===== src/rtl/serial_add_ctrl.sv =====
// Bit-serial adder: one full-adder cell (two half adders + carry flop) walks WIDTH-bit operands LSB first.
// Result and done arrive WIDTH+1 edges after accept; start is ignored outside IDLE (no queueing).
module half_add (
    input  logic i_x,
    input  logic i_y,
    output logic o_s,
    output logic o_c
);
    assign o_s = i_x ^ i_y;
    assign o_c = i_x & i_y;
endmodule

module serial_add_ctrl #(
    parameter int WIDTH = 8
) (
    input  logic             i_clk,
    input  logic             i_rst,
    input  logic             i_start,
    input  logic [WIDTH-1:0] i_a,
    input  logic [WIDTH-1:0] i_b,
    output logic             o_busy,
    output logic             o_done,
    output logic [WIDTH-1:0] o_sum,
    output logic             o_cout
);
    localparam int CNT_W = (WIDTH > 1) ? $clog2(WIDTH) : 1;
    localparam logic [CNT_W-1:0] LAST = CNT_W'(WIDTH - 1);

    typedef enum logic [1:0] {
        S_IDLE = 2'd0,
        S_RUN  = 2'd1,
        S_DONE = 2'd2
    } state_t;

    state_t           r_state;
    logic [WIDTH-1:0] r_a_sh;
    logic [WIDTH-1:0] r_b_sh;
    logic             r_carry;
    logic [CNT_W-1:0] r_cnt;
    logic             r_busy;
    logic             r_done;
    logic [WIDTH-1:0] r_sum;
    logic             r_cout;

    logic             w_s1;
    logic             w_c1;
    logic             w_s;
    logic             w_c2;
    logic             w_c;
    logic [WIDTH-1:0] w_sum_nxt;

    half_add u_ha0 (.i_x(r_a_sh[0]), .i_y(r_b_sh[0]), .o_s(w_s1), .o_c(w_c1));
    half_add u_ha1 (.i_x(w_s1),      .i_y(r_carry),   .o_s(w_s),  .o_c(w_c2));
    assign w_c = w_c1 | w_c2;

    // Only the upper WIDTH-1 partial-sum bits need storage; the new bit enters at the MSB.
    generate
        if (WIDTH == 1) begin : g_w1
            assign w_sum_nxt = w_s;
        end else begin : g_wn
            logic [WIDTH-2:0] r_sum_hi;
            always_ff @(posedge i_clk) begin
                if (i_rst) begin
                    r_sum_hi <= '0;
                end else if (r_state == S_IDLE && i_start) begin
                    r_sum_hi <= '0;
                end else if (r_state == S_RUN) begin
                    r_sum_hi <= w_sum_nxt[WIDTH-1:1];
                end
            end
            assign w_sum_nxt = {w_s, r_sum_hi};
        end
    endgenerate

    always_ff @(posedge i_clk) begin
        if (i_rst) begin
            r_state <= S_IDLE;
            r_a_sh  <= '0;
            r_b_sh  <= '0;
            r_carry <= 1'b0;
            r_cnt   <= '0;
            r_busy  <= 1'b0;
            r_done  <= 1'b0;
            r_sum   <= '0;
            r_cout  <= 1'b0;
        end else begin
            case (r_state)
                S_IDLE: begin
                    r_done <= 1'b0;
                    if (i_start) begin
                        r_a_sh  <= i_a;
                        r_b_sh  <= i_b;
                        r_carry <= 1'b0;
                        r_cnt   <= '0;
                        r_busy  <= 1'b1;
                        r_state <= S_RUN;
                    end
                end
                S_RUN: begin
                    r_a_sh  <= r_a_sh >> 1;
                    r_b_sh  <= r_b_sh >> 1;
                    r_carry <= w_c;
                    r_cnt   <= r_cnt + 1'b1;
                    if (r_cnt == LAST) begin
                        r_sum   <= w_sum_nxt;
                        r_cout  <= w_c;
                        r_busy  <= 1'b0;
                        r_done  <= 1'b1;
                        r_state <= S_DONE;
                    end
                end
                S_DONE: begin
                    r_done  <= 1'b0;
                    r_state <= S_IDLE;
                end
                default: begin
                    r_busy  <= 1'b0;
                    r_done  <= 1'b0;
                    r_state <= S_IDLE;
                end
            endcase
        end
    end

    assign o_busy = r_busy;
    assign o_done = r_done;
    assign o_sum  = r_sum;
    assign o_cout = r_cout;
endmodule


===== config.mk =====
export PLATFORM = sky130hd
export DESIGN_NAME = serial_add_ctrl
export DESIGN_NICKNAME = d
export VERILOG_FILES = /design/src/rtl/serial_add_ctrl.sv
export SDC_FILE = /design/constraint.sdc
export NUM_CORES = 1
export LEC_CHECK = 0
export ABC_AREA = 1
export CAP_MARGIN = 20
export CORE_MARGIN = 3
export CORE_UTILIZATION = 47
export DETAILED_ROUTE_END_ITERATION = 16
export GPL_TIMING_DRIVEN = 0
export PLACE_DENSITY = 0.71
export SYNTH_ARGS = -nofsm -noshare
export SYNTH_HDL_FRONTEND = slang
export SYNTH_SLANG_ARGS = --single-unit

===== constraint.sdc =====
create_clock -name i_clk -period 1.3 [get_ports i_clk]
set_clock_uncertainty 0.1 [all_clocks]
set_input_delay 0.195 -clock i_clk [delete_from_list [all_inputs] [get_ports i_clk]]
set_output_delay 0.195 -clock i_clk [all_outputs]
set_load 0.005 [all_outputs]

* Yosys cells after proc, flatten, opt, wreduce, memory -nomap -nowiden *
Index checks and enable logic that the tools add are counted.

storage, ports and cells
  register bits = 40
  bits of input ports = 19
  output and inout port bits = 11
  word-level logic and storage cells = 46

cells by class
  add/subtract/negate cells = 1
  eq/ne operators = 5
  muxes and demuxes = 14
  bitwise logic cells = 7
  reductions and logical operators = 9

operators with widths
  cell                                                                    number
  8-bit case mux with 2 select lines                                      2
  8-bit two-way mux                                                       2
  3-bit case mux with 2 select lines                                      1
  2-bit AND reduction                                                     3
  2-bit two-way mux                                                       2
  2-bit case mux with 2 select lines                                      1
  2-bit OR reduction                                                      2
  3-bit by 1-bit adder with 3-bit output (second input constant)          1
  3-bit equality test (second input constant)                             1
  1-bit two-way mux                                                       3
  3-bit two-way mux                                                       1
  1-bit case mux with 3 select lines                                      1
  3-bit AND reduction                                                     1
  1-bit AND                                                               2
  2-bit by 1-bit equality test with 1-bit output (second input constant)  1
  2-bit equality test (second input constant)                             1
  2-bit zero test                                                         1
  2-bit by 1-bit != test with 1-bit output (second input constant)        1
  2-bit != test (second input constant)                                   1
  1-bit inverter                                                          2
  1-bit case mux with 2 select lines                                      1
  2-bit nonzero test                                                      1
  1-bit bitwise XOR                                                       2
  1-bit logical AND                                                       1
  1-bit OR                                                                1

* Depth between registers and ports, before layout *
  depth in word-level cells = 4
  mapped depth = 8

* By module *
Synthesis repeated with hierarchy kept, for this count alone.

unflattened totals
  cells, all modules = 287
  area, all modules = 1,911.8 um^2

by module, submodules not included
  module           instances  cells an instance  area an instance (um^2)
  serial_add_ctrl  1          285                1,886.8
  half_add         2          1                  12.5

* Worst setup path after synthesis *
OpenSTA, ideal clock, no wires.

  path type = reg2reg
  from = register r_cnt[0]
  to = register r_sum[1], in the netlist o_sum[1]
  arrival time = 1,045 ps
  required time = 1,090 ps
  setup slack = 45 ps
  stages on the path, launching flop included = 8
  path buffers = 0
  clock period less this slack = 1,255 ps
  path through = dfxtp_1 -> ha_1 -> ha_1 -> inv_1 -> nor2_1 -> nand2_1 -> nand2_1 -> nor2_1

on the way
  word-level cells in the longest chain between the ends = 2

ends and longest elaborated chain
  item                                  line  text
  start: declaration                    39    logic [CNT_W-1:0] r_cnt;
  start signal: assignment              103   r_cnt <= r_cnt + 1'b1;
  3-bit equality test                   104   if (r_cnt == LAST) begin
  2-bit AND reduction (no source line)  --
  end signal: assignment                105   r_sum <= w_sum_nxt;
  end: declaration                      42    logic [WIDTH-1:0] r_sum;

Every way passes these cells.
A chain may end at the register's enable or synchronous reset.

* Worst setup path in the final report *
  from = register r_cnt[0]
  to = register r_cout, in the netlist o_cout

on the way
  word-level cells in the longest chain between the ends = 2

ends and longest elaborated chain
  item                                  line  text
  3-bit equality test                   104
  2-bit AND reduction (no source line)  --
  end signal: assignment                106   r_cout <= w_c;
  end: declaration                      43    logic r_cout;

Every way passes these cells.

==> metrics.txt <==
status finished clean; Int Pwr 2.03 mW; Synth Warn # 0; critical path class flip-flop to flip-flop; initial antenna violation count 0; final hold vios 0; min-delay worst type primary input to flip-flop; combinational share of power 14.4%; via density per instance 4.81; max cap viols 0; CP delay by family, top flip-flops; critical-path cell list ha_4, ha_4, nand2_2, buf_2, nand3_1, nand2_1; synthesis-to-finish area growth 27.1%; layout cells sized above 1 15.3%; sequential element share of the synthesized area 43.1%; core area 3740 µm²; commonest non-fill, non-tap cells in the layout 89 x nand2_1, 38 x nor2_1, 31 x dfxtp_1, 20 x nand3_1, 16 x clkdlybuf4s50_1; DP Area 2200 µm²; setup ws final 42.1 ps; Worst VDD drop 0.559 mV; leading cell type in the layout, fill and taps excluded nand2_1; Reg power frac 48.5%; Max Buffers Root-to-Sink 2; CP startpoint kind flip-flop; clock group share of total power 37.1%; Detail Route Antenna Nets 0; Final Setup Violations 0; pin count of the biggest net entering global routing 13; Mapped Avg Cell Area 7.11 µm²; Slowest-stage cell, CP dfxtp_2; htree depth 2; crit-path max FO 5; die span in y 68.9 µm; total power 2.70 mW; synth top area cells dfxtp_1 43%, nand2_1 18%, nor2_1 7.9%; Worst Setup End Kind flip-flop; via count 1674; DPL Wire Length 2770 µm; Synth Instances 261; setup slack after placement -210 ps; global-route wire length before repair 6650 µm; max-slew violation count 0; hold_buf cts 0; Ports 30; clock sink count 40; clk root buf clkbuf_8; Synth area leader dfxtp_1; Final Net Count 321; Post-Route WL 4110 µm; fin crit share 96.8%; grt ovf 0; RSZ-0062 raised after global routing true; row cnt 22; Sw Ratio 24.7%; vias in the first global route 1455; switching pwr 0.668 mW; Initial DRC Count 90; data arrival time of the worst path 1390 ps; gr usage total 18.8%; min Tclk post-route 1260 ps; Synth top area share 43.1%; slowest stage delay, CP 340 ps; post-synth cell types 21; Finished Cell Area 2360 µm²; Least-Margin Pin Slew 245 ps; # diodes 0; f_max 795 MHz; Buf+Inv Stages, Crit Path 1; I/O Buffers 28; Yosys reg bits 40; Leak 1.09 nW; most frequent CP cell ha_4; die area 4740 µm²; Power per Cell Area 1150 nW/µm²; DRC viols 0; synthesized area 1860 µm²; Avg WL per Cell 11.8 µm; clk slew on worst S/H paths 80 ps; drt first pass iters 4; Post-Syn Nets 283; Critical Path RT 1430 ps; GPL Wtd Cong 0.771; Slew headroom 83.6%; Starting Density 49.6%; Num CTS Buffers 5; Die Width 68.9 µm; Clock Latency Late Sink 290 ps; TritonCTS clock tree yes
worst register-to-register path: stages, from the launching register on:
cell	delay (ps)
dfxtp_2	340
ha_4	160
ha_4	170
nand2_2	110
buf_2	170
nand3_1	80
nand2_1	70
power groups by stage:
stage	clock [mW]	combinational, mW	sequential, mW
finish	1.00	0.389	1.31
global route	1.05	0.436	1.32
CTS	1.01	0.380	1.31
detailed placement	0	0.379	1.34
global placement	0	0.376	1.33
floorplan	0	0.262	1.33
synth_stat cells, drive strengths merged:
cell type	n
nand2	93
nor2	41
dfxtp	40
nand3	20
inv	18
a21oi	14
buf	14
nand3b	14
o21ai	3
ha	2
fa	1
nor3	1
cell type report:
cell class                 instances  area, µm²
fill                             354       1380
multi-input combinational        189        913
sequential                        40        812
timing repair buffer              31        289
buffer                            14        108
clock buffer                       6       72.6
inverter                          18       70.1
tap                               48       60.1
clock inverter                     2       35.0
kinds of logic (layout without fill, tap and decap cells):
| group | Yosys count | after routing | synth area share, % |
|---|---|---|---|
| adder cells (fa/ha/maj) | 3 | 3 | 2.43 |
| AO/OA/AOI/OAI | 17 | 17 | 4.78 |
| AND/OR/NAND/NOR | 169 | 169 | 40.1 |
| flip-flops | 40 | 40 | 43.1 |
| buffers and inverters | 32 | 71 | 9.57 |
sequential cells by signal (all words and copies together) (netlist names):
name and count:
o_sum 8, r_a_sh 8, r_b_sh 8, g_wn.r_sum_hi 7, r_cnt 3, r_state 2, o_busy 1, o_cout 1
o_done 1, r_carry 1
per-layer routing:
layer	vias up	global-route usage (%)	wire, µm
met5	-	0	0
met4	0	6.57	62
met3	7	3.89	162
met2	29	28.9	1880
met1	750	25.9	2000
li1	888	-	-
through the flow:
step	hold WS [ps]	util, %	TNS, ps	std cells
4_1_cts	112	61.9	0	345
3_5_place_dp	353	58.7	-4840	337
3_3_place_gp	351	58.7	-4780	337
5_1_grt	131	63.0	-77.6	348
6_report	111	63.0	0	348
2_1_floorplan	259	-	0	261
path summary, 6_finish.rpt:
check,end,slack (ps),depth (start not counted),from
setup / recovery,o_cout,40,6,r_cnt[0]
hold / removal,r_cnt[1],110,2,i_rst
setup reg to reg,o_cout,40,6,r_cnt[0]
hold reg to reg,o_sum[5],370,2,g_wn.r_sum_hi[5]
what timing repair did:
item / 4_1_cts / 5_1_grt
gates resized for setup: 22 / 7
cloned: 0 / 1
endpoints found under the setup margin: 18 / 34
buffers inserted: 0 / 2
pin swaps: 1 / 1
(Power assumes the default switching activity.)
==> patch: new RTL, same flow settings <==
Reset style: asynchronous (`i_rst`), changed in 2 clocked blocks.
--- a/src/rtl/serial_add_ctrl.sv
+++ b/src/rtl/serial_add_ctrl.sv
@@ -59,7 +59,7 @@
             assign w_sum_nxt = w_s;
         end else begin : g_wn
             logic [WIDTH-2:0] r_sum_hi;
-            always_ff @(posedge i_clk) begin
+            always_ff @(posedge i_clk or posedge i_rst) begin
                 if (i_rst) begin
                     r_sum_hi <= '0;
                 end else if (r_state == S_IDLE && i_start) begin
@@ -72,7 +72,7 @@
         end
     endgenerate
 
-    always_ff @(posedge i_clk) begin
+    always_ff @(posedge i_clk or posedge i_rst) begin
         if (i_rst) begin
             r_state <= S_IDLE;
             r_a_sh  <= '0;
Behaviour: differs if i_rst is asserted again (counterexample within 4 cycles, from zero or initial values and one cycle with i_rst high); with i_rst held inactive, the same outputs for 10 cycles.
==> patch against the unedited design <==
  * The flow now finishes with violations (negative setup slack)
  * Setup slack got worse by 0.064 ns
  * Critical path type unchanged
  * Sequential cell count did not move
  * Area after synthesis fell by 2.1%
  * Routed wire length fell by 6.0%
  * Synthesized cell count fell by 20%
  * Highest routed layer unchanged
  * Count of clock-buffer cells in the layout rose by 2
  * Final area rose by 7.2%
Power is not compared: it rests on default switching activity, and its combinational part moved more than twofold at a synthesized area within 25%.
==> patch: results (changes against the unedited design) <==
Cells and area:
- The proportion of layout cells with a drive suffix above 1 is 0.2462 (was 0.1533).
- The net count reported at finish is 281 (was 321).

Global routing:
- The wire length of the first global-routing pass came to 6354 um (was 6651 um).
- The number of antenna violations at the first check in global routing is 0 (unchanged).
- The number of global-route vias before repair was 1435 (was 1455).
- The total routing resource utilization after global routing was 0.1865 (was 0.1876).

Timing:
- The total negative setup slack is -0.03961 ns (was 0 ns).
- The count of endpoints failing setup in the final report is 2 (was 0).
- The worst hold slack across all endpoints is 0.2991 ns (was 0.1111 ns).
- The transition time at the pin with the least slew margin is 0.8336 ns (was 0.2452 ns).
- The final worst setup slack is -0.02154 ns (was 0.04210 ns).

Routing:
- The final wirelength is 3860 um (was 4105 um).
- The routed via count was 1485 (was 1674).

Logic synthesis:
- The number of nets in the synthesized netlist was 232 (was 283).
- Most numerous cell types in the synthesized netlist: sky130_fd_sc_hd__nand2_1 (103), sky130_fd_sc_hd__dfrtp_1 (40), sky130_fd_sc_hd__nand3_1 (16) (was sky130_fd_sc_hd__nand2_1 (90), sky130_fd_sc_hd__dfxtp_1 (40), sky130_fd_sc_hd__nor2_1 (39)).
- The synthesized area per cell is 8.657 sq um (was 7.114 sq um).
- The portion of the post-synthesis area used by sequential elements was 0.5506 (was 0.4313).
- The post-synthesis cell type count is 17 (was 21).
- The most instantiated flip-flop cell in the synthesis netlist is sky130_fd_sc_hd__dfrtp_1 (was sky130_fd_sc_hd__dfxtp_1).
- Cells taking the most area after synthesis: sky130_fd_sc_hd__dfrtp_1 (55%), sky130_fd_sc_hd__nand2_1 (21%), sky130_fd_sc_hd__nand3_1 (4.4%), sky130_fd_sc_hd__o21ai_2 (3.9%), sky130_fd_sc_hd__buf_6 (3.7%) (was sky130_fd_sc_hd__dfxtp_1 (43%), sky130_fd_sc_hd__nand2_1 (18%), sky130_fd_sc_hd__nor2_1 (7.9%), sky130_fd_sc_hd__nand3b_1 (5.7%), sky130_fd_sc_hd__nand3_1 (5.4%)).

Worst hold path:
- The class of the worst hold path is primary input to asynchronous set/reset pin (was primary input to flip-flop).

Critical path:
- The largest incremental delay on the critical path is 0.40 ns (was 0.34 ns).
- The signal arrival time at the worst endpoint is 1.44 ns (was 1.39 ns).
- The top fanout value on the critical path is 7 (was 5).
- The slowest cell on the critical path is sky130_fd_sc_hd__dfrtp_1 (was sky130_fd_sc_hd__dfxtp_2).
- The reg-to-reg startpoint is r_cnt[0]$_DFFE_PP0P_ (was r_cnt[0]$_SDFFE_PP0P_).

Placement:
- The post-place instance area is 0.002173 sq mm (was 0.002197 sq mm).
- The half-perimeter wire length of the detailed placement result is 2421 um (was 2769 um).
- The count of input and output buffers is 29 (was 28).
- The weighted congestion at the end of routability-driven global placement is 0.7782 (was 0.7713).
- The cell total after placement was 285 (was 337).

Outcome:
- Status: complete, but fails checks (was completed).
- The final reports fail on negative setup slack.

CTS:
- The number of hold buffers added after CTS is 0 (unchanged).
patch: cell count changes after synthesis, moves of 2 or more:
cell                       change
sky130_fd_sc_hd__nand2_1      +13
sky130_fd_sc_hd__buf_6         +2
sky130_fd_sc_hd__nand3_1       -4
sky130_fd_sc_hd__o21ai_0       +9
sky130_fd_sc_hd__nand3b_1     -14
sky130_fd_sc_hd__inv_1         -6
sky130_fd_sc_hd__buf_4         -5
sky130_fd_sc_hd__dfxtp_1      -40
sky130_fd_sc_hd__nor2_1       -36
sky130_fd_sc_hd__o21ai_2       +7
sky130_fd_sc_hd__dfrtp_1      +40
sky130_fd_sc_hd__buf_2         -3
sky130_fd_sc_hd__a21oi_1      -14
patch: kinds of logic after synthesis:
family                   Yosys count  synth area share
AND/OR/NAND/NOR                  125            0.2732
flip-flops                        40            0.5506
buffers and inverters             22           0.07364
AO/OA/AOI/OAI                     20           0.07777
adder cells (fa/ha/maj)            3           0.02477
patch: layer usage:
layer / vias up / track usage / share of wire
met5: - / 0 / 0
met1: 695 / 0.2444 / 0.46
met4: 0 / 0.06700 / 0.013
met3: 7 / 0.04762 / 0.037
li1: 757 / - / -
met2: 26 / 0.2984 / 0.49
patch: cell type report:
cell class	instances	area (sq um)
buffer	8	83.83
tap	46	57.56
inverter	13	56.30
multi-input combinational	148	800.8
fill	275	992.2
timing repair buffer	43	437.9
sequential	40	1002
clock buffer	8	90.09
patch: timing repair:
item,in CTS,in global routing
setup buffers,8,5
gates cloned,1,0
resized for setup,25,35
setup endpoints to repair,49,37
pin swaps,5,5
patch: critical path: cells and delay by family (launching register included):
kind / cells / cell delay [ns]
and+or+nand+nor: 2 / 0.16
DFF: 1 / 0.40
adders and majority gates: 2 / 0.39
AOI/OAI and AO/OA: 1 / 0.05
buffers and inverters: 1 / 0.15
